[config.mk]
export PLATFORM = sky130hd
export DESIGN_NAME = pipelined_add_sub
export DESIGN_NICKNAME = d
export VERILOG_FILES = /design/src/rtl/pipelined_add_sub_pkg.sv /design/src/rtl/pipelined_add_sub_slice.sv /design/src/rtl/pipelined_add_sub.sv
export SDC_FILE = /design/constraint.sdc
export NUM_CORES = 1
export LEC_CHECK = 0
export BUFFER_PORTS_ARGS = -buffer_cell sky130_fd_sc_hd__buf_2
export CAP_MARGIN = 5
export CELL_PAD_IN_SITES_DETAIL_PLACEMENT = 0
export CELL_PAD_IN_SITES_GLOBAL_PLACEMENT = 1
export CORE_MARGIN = 2
export CORE_UTILIZATION = 47
export DETAILED_ROUTE_END_ITERATION = 10
export PLACE_DENSITY_LB_ADDON = 0.1
export SLEW_MARGIN = 20
export SYNTH_ARGS = -nofsm -noshare
export SYNTH_HDL_FRONTEND = slang
export SYNTH_HIERARCHICAL = 1
export SYNTH_SLANG_ARGS = --single-unit
[constraint.sdc]
create_clock -name clk -period 6.41 [get_ports clk]
set_input_delay 0.9615 -clock clk [delete_from_list [all_inputs] [get_ports clk]]
set_output_delay 0.9615 -clock clk [all_outputs]
set_load 0.005 [all_outputs]
[src/rtl/pipelined_add_sub_pkg.sv]
// Shared types and the one-bit full-adder cell used by the pipelined adder/subtractor.
package pipelined_add_sub_pkg;

    typedef enum logic {
        OP_ADD = 1'b0,
        OP_SUB = 1'b1
    } addsub_op_e;

    typedef struct packed {
        logic c;
        logic v;
        logic z;
        logic n;
    } addsub_flags_t;

    // Returns {carry_out, sum}
    function automatic logic [1:0] full_add(input logic a, input logic b, input logic cin);
        return {(a & b) | (cin & (a ^ b)), a ^ b ^ cin};
    endfunction

endpackage

[src/rtl/pipelined_add_sub_slice.sv]
// Combinational CHUNK-bit add/sub slice: a ripple chain of full-adder cells.
module add_sub_slice
    import pipelined_add_sub_pkg::*;
#(
    parameter int CHUNK = 8
) (
    input  logic [CHUNK-1:0] a,
    input  logic [CHUNK-1:0] b,
    input  logic             invert_b,
    input  logic             cin,
    output logic [CHUNK-1:0] sum,
    output logic             cout,
    output logic             c_msb_in
);

    logic [CHUNK:0] c;

    always_comb begin
        c    = '0;
        sum  = '0;
        c[0] = cin;
        for (int i = 0; i < CHUNK; i++) begin
            {c[i+1], sum[i]} = full_add(a[i], b[i] ^ invert_b, c[i]);
        end
    end

    assign cout     = c[CHUNK];
    assign c_msb_in = c[CHUNK-1];

endmodule

[src/rtl/pipelined_add_sub.sv]
// Pipelined WIDTH-bit adder/subtractor: one CHUNK-bit carry slice per stage, valid/ready
// on both sides, flags produced alongside the final result.
module pipelined_add_sub
    import pipelined_add_sub_pkg::*;
#(
    parameter int WIDTH  = 32,
    parameter int STAGES = 4
) (
    input  logic             clk,
    input  logic             rst,
    input  logic             in_valid,
    output logic             in_ready,
    input  logic [WIDTH-1:0] in_a,
    input  logic [WIDTH-1:0] in_b,
    input  logic             in_op,
    input  logic             in_cin,
    output logic             out_valid,
    input  logic             out_ready,
    output logic [WIDTH-1:0] out_result,
    output logic             out_carry,
    output logic             out_ovf,
    output logic             out_zero,
    output logic             out_neg
);

    localparam int CHUNK = WIDTH / STAGES;

    function automatic addsub_flags_t calc_flags(input logic [WIDTH-1:0] res,
                                                 input logic c_out,
                                                 input logic c_msb_in);
        addsub_flags_t f;
        f.c = c_out;
        f.v = c_msb_in ^ c_out;
        f.z = (res == '0);
        f.n = res[WIDTH-1];
        return f;
    endfunction

    // The whole pipe moves together; a full output register blocks everything.
    logic advance;
    assign advance  = !out_valid || out_ready;
    assign in_ready = advance;

    for (genvar k = 0; k < STAGES; k++) begin : g_stage
        localparam int SRC_W = WIDTH - k * CHUNK;
        localparam int RES_W = (k + 1) * CHUNK;

        logic [SRC_W-1:0] a_in;
        logic [SRC_W-1:0] b_in;
        logic             op_in;
        logic             cin_in;
        logic             vld_d;
        logic             vld_q;
        logic [RES_W-1:0] res_d;
        logic [CHUNK-1:0] sum;
        logic             cout;
        logic             c_msb_in;

        add_sub_slice #(.CHUNK(CHUNK)) u_slice (
            .a        (a_in[CHUNK-1:0]),
            .b        (b_in[CHUNK-1:0]),
            .invert_b (op_in),
            .cin      (cin_in),
            .sum      (sum),
            .cout     (cout),
            .c_msb_in (c_msb_in)
        );

        if (k == 0) begin : g_head
            always_comb begin
                a_in   = in_a;
                b_in   = in_b;
                op_in  = in_op;
                cin_in = (in_op == OP_SUB) ? 1'b1 : in_cin;
                vld_d  = in_valid;
                res_d  = sum;
            end
        end else begin : g_tail
            always_comb begin
                a_in   = g_stage[k-1].g_mid.a_q;
                b_in   = g_stage[k-1].g_mid.b_q;
                op_in  = g_stage[k-1].g_mid.op_q;
                cin_in = g_stage[k-1].g_mid.carry_q;
                vld_d  = g_stage[k-1].vld_q;
                res_d  = {sum, g_stage[k-1].g_mid.res_q};
            end
        end

        always_ff @(posedge clk) begin
            if (rst) begin
                vld_q <= 1'b0;
            end else if (advance) begin
                vld_q <= vld_d;
            end
        end

        // ---- stage k -> k+1 boundary: resolved low chunks, still-pending high operand chunks
        if (k < STAGES - 1) begin : g_mid
            localparam int PEND_W = SRC_W - CHUNK;

            logic [PEND_W-1:0] a_d, b_d, a_q, b_q;
            logic [RES_W-1:0]  res_q;
            logic              op_d, op_q, carry_d, carry_q;

            always_comb begin
                a_d     = a_in[SRC_W-1:CHUNK];
                b_d     = b_in[SRC_W-1:CHUNK];
                op_d    = op_in;
                carry_d = cout;
            end

            always_ff @(posedge clk) begin
                if (advance) begin
                    a_q     <= a_d;
                    b_q     <= b_d;
                    op_q    <= op_d;
                    carry_q <= carry_d;
                    res_q   <= res_d;
                end
            end
        end else begin : g_last
            // ---- output register: full result and flags
            logic [WIDTH-1:0] res_q;
            addsub_flags_t    flags_d, flags_q;

            always_comb begin
                flags_d = calc_flags(res_d, cout, c_msb_in);
            end

            always_ff @(posedge clk) begin
                if (rst) begin
                    res_q   <= '0;
                    flags_q <= '0;
                end else if (advance) begin
                    res_q   <= res_d;
                    flags_q <= flags_d;
                end
            end
        end
    end

    assign out_valid  = g_stage[STAGES-1].vld_q;
    assign out_result = g_stage[STAGES-1].g_last.res_q;
    assign out_carry  = g_stage[STAGES-1].g_last.flags_q.c;
    assign out_ovf    = g_stage[STAGES-1].g_last.flags_q.v;
    assign out_zero   = g_stage[STAGES-1].g_last.flags_q.z;
    assign out_neg    = g_stage[STAGES-1].g_last.flags_q.n;

endmodule

Yosys cells after proc, flatten, opt, wreduce, memory -nomap -nowiden
Index checks and enable logic that the tools add are counted.

Mux-type cells: 1. Bitwise operators: 193. Reduce and logical (&&, ||, !) cells: 3.

Operators by type and width (count): $xor 1x1->1 (97); $and 1x1->1 (64); $logic_not 32->1 (1); $or 1x1->1 (32); $logic_not 1->1 (1); $logic_or 1x1->1 (1); $mux 1 (1).

Register bits after elaboration: 190. Bits of input ports: 70. Logic and storage cells: 221. Output and inout bits: 38.

Depth between registers and ports, before layout
Word-level depth: 19. Gate-level depth with buffers: 17. Depth with buffers taken out: 16.

Cells and area by module
The synthesis kept the hierarchy.

By module, submodules not included: pipelined_add_sub (cells an instance 332, area each 5983.2 µm², times used 1, sequential area each 5285.1 µm²); add_sub_slice (cells an instance 33, area each 301.5 µm², times used 4, sequential area each 0.0 µm²).

Worst setup path after synthesis
Ideal clock, no wire load.

Path kind: register to register. Start: register g_stage[2].g_mid.op_q. End: register g_stage[3].g_last.flags_q (netlist bit out_zero). Path buffers: 1. Period minus slack after synthesis: 4.482 ns. Library setup time: 0.084 ns. Slack: 1.928 ns. Data required time: 6.326 ns. Cell stages (with the launch flop): 18. Arrival: 4.398 ns. Cell sequence: edfxtp_1 > buf_6 > xor2_1 > fa_1 > inv_1 > fa_1 > fa_1 > fa_1 > fa_1 > fa_1 > inv_1 > fa_1 > inv_1 > fa_1 > inv_1 > nor4_2 > nand4_1 > o31ai_2.

RTL lines: start, declared (line pipelined_add_sub.sv:103) `logic op_d, op_q, carry_d, carry_q;`; start signal, assigned (line pipelined_add_sub.sv:116) `op_q <= op_d;`; end signal, assigned (line pipelined_add_sub.sv:136) `flags_q <= flags_d;`; end, declared (line pipelined_add_sub.sv:124) `addsub_flags_t flags_d, flags_q;`.

==> flow_summary.yaml <==
timing:
  hold_violations: 0
  tightest_slew_ps: 788
  fmax_ghz: 0.207
  slew_violations: 0
  tns_ps: 0
  whs_ps: 415
  fin_worst_skew_ps: 4.58
  slew_headroom_pct: 47.5
  setup_viol: 0
  rsz0062_at_grt: "false"
  fin_crit_sh_pct: 75.4
  period_minus_slack_ps: 4830
global_route:
  grt_pass1_wl_um: 17300
  overflow: 0
  antenna_found_initial: 0
  grt.total_usage_pct: 14.3
  grt_max_degree: 74
  grt_pass1_vias: 3521
critical_path:
  path_class: "flip-flop to flip-flop"
  r2r_setup_slack_ps: 1580
  cp.required_ps: 6750
  path_cells: "xor2_1 -> fa_1 -> inv_1 -> fa_1 -> fa_1 -> fa_1 -> fa_1 -> fa_1 -> inv_1 -> fa_1 -> inv_1 -> fa_1 -> inv_1 -> nor4_2 -> nand4_1 -> o31ai_2"
  critPathCaptureType: "flip-flop"
  critical_path_arrival_ps: 5170
  reg2reg_to: "out_zero$_SDFFE_PP0P_"
  reg2reg_depth: 16
  worst-path-max-fanout: 8
  start_kind: "flip-flop"
  r2r-start: "g_stage[2].g_mid.op_q$_DFFE_PP_"
  cpMostUsedCell: "fa_1"
  critical-path-slowest-cell: "edfxtp_1"
  worst_path_largest_cell_delay_ps: 580
logic_synthesis:
  synth.avg_cell_area_um2: 15.5
  ys_warn_count: 6
  ys_seq_area_share_pct: 73.5
  ys_top_cells_by_area: "edfxtp_1, dfxtp_1, fa_1, nand2_1, inv_1"
  synthesis.area_mm2: 0.00719
  yosysTopAreaCell: "edfxtp_1"
  yosys.area.top_type_share_pct: 62.7
  synth_seq_cells: 189
  synth.net_count: 566
  synth_cell_type_count: 24
  syn_inst: 464
detailed_routing:
  ant_nets: 0
  routed_wirelength_um: 10800
  via_count: 3582
  drt-pass1-iter-count: 4
  wire_per_inst_um: 13.9
  drt_first_iter_violations: 183
  drc: 0
  routed_via_density: 4.61
clock_tree:
  clkLatencyLatePin_ps: 420
  cts.path.max_buffers: 2
  root_buffer: "clkbuf_16"
  h-tree-depth: 4
  clkTransAtPathRegs_ps: 70
  cts_tree: "built"
  cts_resized: 0
  hold_buffers: 0
  numCtsBuffers: 17
  cts_sinks: 189
  cts_setup_buffers: 0
final_layout:
  final_cell_mix: "edfxtp_1, buf_2, nand2_1"
  drive_gt1_share_pct: 25.1
  n_antenna_cell: 0
  final_util_pct: 56.0
  area_delta_synth_final_pct: 17.5
  stdcell_count: 777
  mostFrequentLayoutCell: "edfxtp_1"
  n_fill_cell: 1250
  nets: 678
power:
  p_per_area_mw_per_mm2: 351
  total_power_mw: 2.96
  ir_worst_vdd_v: 0.000192
  p_leak_nw: 3.54
die:
  dieHeight_um: 128
  dieArea_mm2: 0.0163
  start_util_pct: 47.6
  io_pins: 108
  rows: 45
  coreArea_mm2: 0.0151
  fp.dieW_um: 128
placement:
  place_inst: 745
  io_buffer_count: 107
  gp_congestion: 0.747
  dp_hpwl_um: 7340
status:
  status: "finished, final reports clean"
hold_path:
  whs_path_depth: 0
  hp-start: "g_stage[1].g_mid.res_q[9]$_DFFE_PP_"
  holdPathEnd: "g_stage[2].g_mid.res_q[9]$_DFFE_PP_"
  hold_class: "flip-flop to flip-flop"
flow_run:
  max_cap_violations: 0
[worst max-delay path, delay by kind of cell, from the launching register on]
kind,cells,cell delay (ps)
xor+xnor,1,260
simple gates,2,370
compound gates,1,240
fa+ha+maj,8,3030
buf+inv,4,270
flops,1,580
[final cells by class]
class                      count  area (µm²)  share of cell area, %
clock buffer                  19         433                   5.12
sequential                   189        5290                   62.6
multi-input combinational    193        1530                   18.1
tap                          188         235                   2.78
clock inverter                13         156                   1.85
inverter                      65         249                   2.95
timing repair buffer         110         558                   6.60
[metal layers]
| layer | track usage [%] | vias to the layer above | part of all wire, % |
|---|---|---|---|
| met2 | 22.3 | 92 | 48 |
| li1 | - | 1771 | - |
| met5 | 0 | - | 0 |
| met3 | 4.26 | 19 | 5.1 |
| met4 | 7.30 | 0 | 2.5 |
| met1 | 18.3 | 1700 | 44 |
[registers in the layout (all words and copies together), names as in the netlist]
register and count:
g_stage.g_mid.carry_q 3, out_valid 1, out_zero 1, out_result 32
g_stage.g_mid.res_q 48, g_stage.g_mid.op_q 3, g_stage.g_mid.a_q 48, g_stage.g_mid.b_q 48
out_carry 1, g_stage.vld_q 3, out_ovf 1
[Yosys cell counts (all sizes together)]
master	n
nand4	1
o31ai	1
xor2	8
nor2	4
a21oi	36
clkbuf	2
edfxtp	150
a211oi	1
nand3	2
nor4	7
buf	15
nand2	72
inv	65
nor2b	1
xnor2	25
fa	32
or2	1
nor3	1
nand3b	1
dfxtp	39
[how the worst max path moves through the flow]
| stage | start | end | slack [ps] | cells past startpoint |
|---|---|---|---|---|
| 2_1_floorplan | g_stage[2].g_mid.op_q$_DFFE_PP_ | out_zero$_SDFFE_PP0P_ | 1930 | 17 |
| 3_3_place_gp | g_stage[2].g_mid.op_q$_DFFE_PP_ | out_zero$_SDFFE_PP0P_ | 1720 | 16 |
| 3_5_place_dp | g_stage[2].g_mid.op_q$_DFFE_PP_ | out_zero$_SDFFE_PP0P_ | 1560 | 16 |
| 4_1_cts | g_stage[2].g_mid.op_q$_DFFE_PP_ | out_zero$_SDFFE_PP0P_ | 1520 | 16 |
| 5_1_grt | g_stage[2].g_mid.op_q$_DFFE_PP_ | out_zero$_SDFFE_PP0P_ | 1330 | 16 |
| 6_report | g_stage[2].g_mid.op_q$_DFFE_PP_ | out_zero$_SDFFE_PP0P_ | 1580 | 16 |
[stage by stage]
step	area, µm²	setup WS [ps]
global route	8450	1330
CTS	8450	1520
detailed placement	7860	1560
global placement	7860	1720
finish	8450	1580
floorplan	7190	1930
[report_power, final]
group	switching, mW	total, mW	internal, mW
clock network	0.445	1.03	0.584
registers	0.0895	1.63	1.54
logic	0.161	0.304	0.143
[logic make-up (layout without fill, tap and decap cells)]
group	Yosys count	after routing	share of synthesized area [%]
xor gates and xnor gates	33	33	4.02
DFF	189	189	73.5
buffers and inverters	82	207	5.17
and+or+nand+nor	90	90	5.60
AOI/OAI and AO/OA	38	38	2.78
adders and majority gates	32	32	8.91
Power figures use the tool's default switching activity.
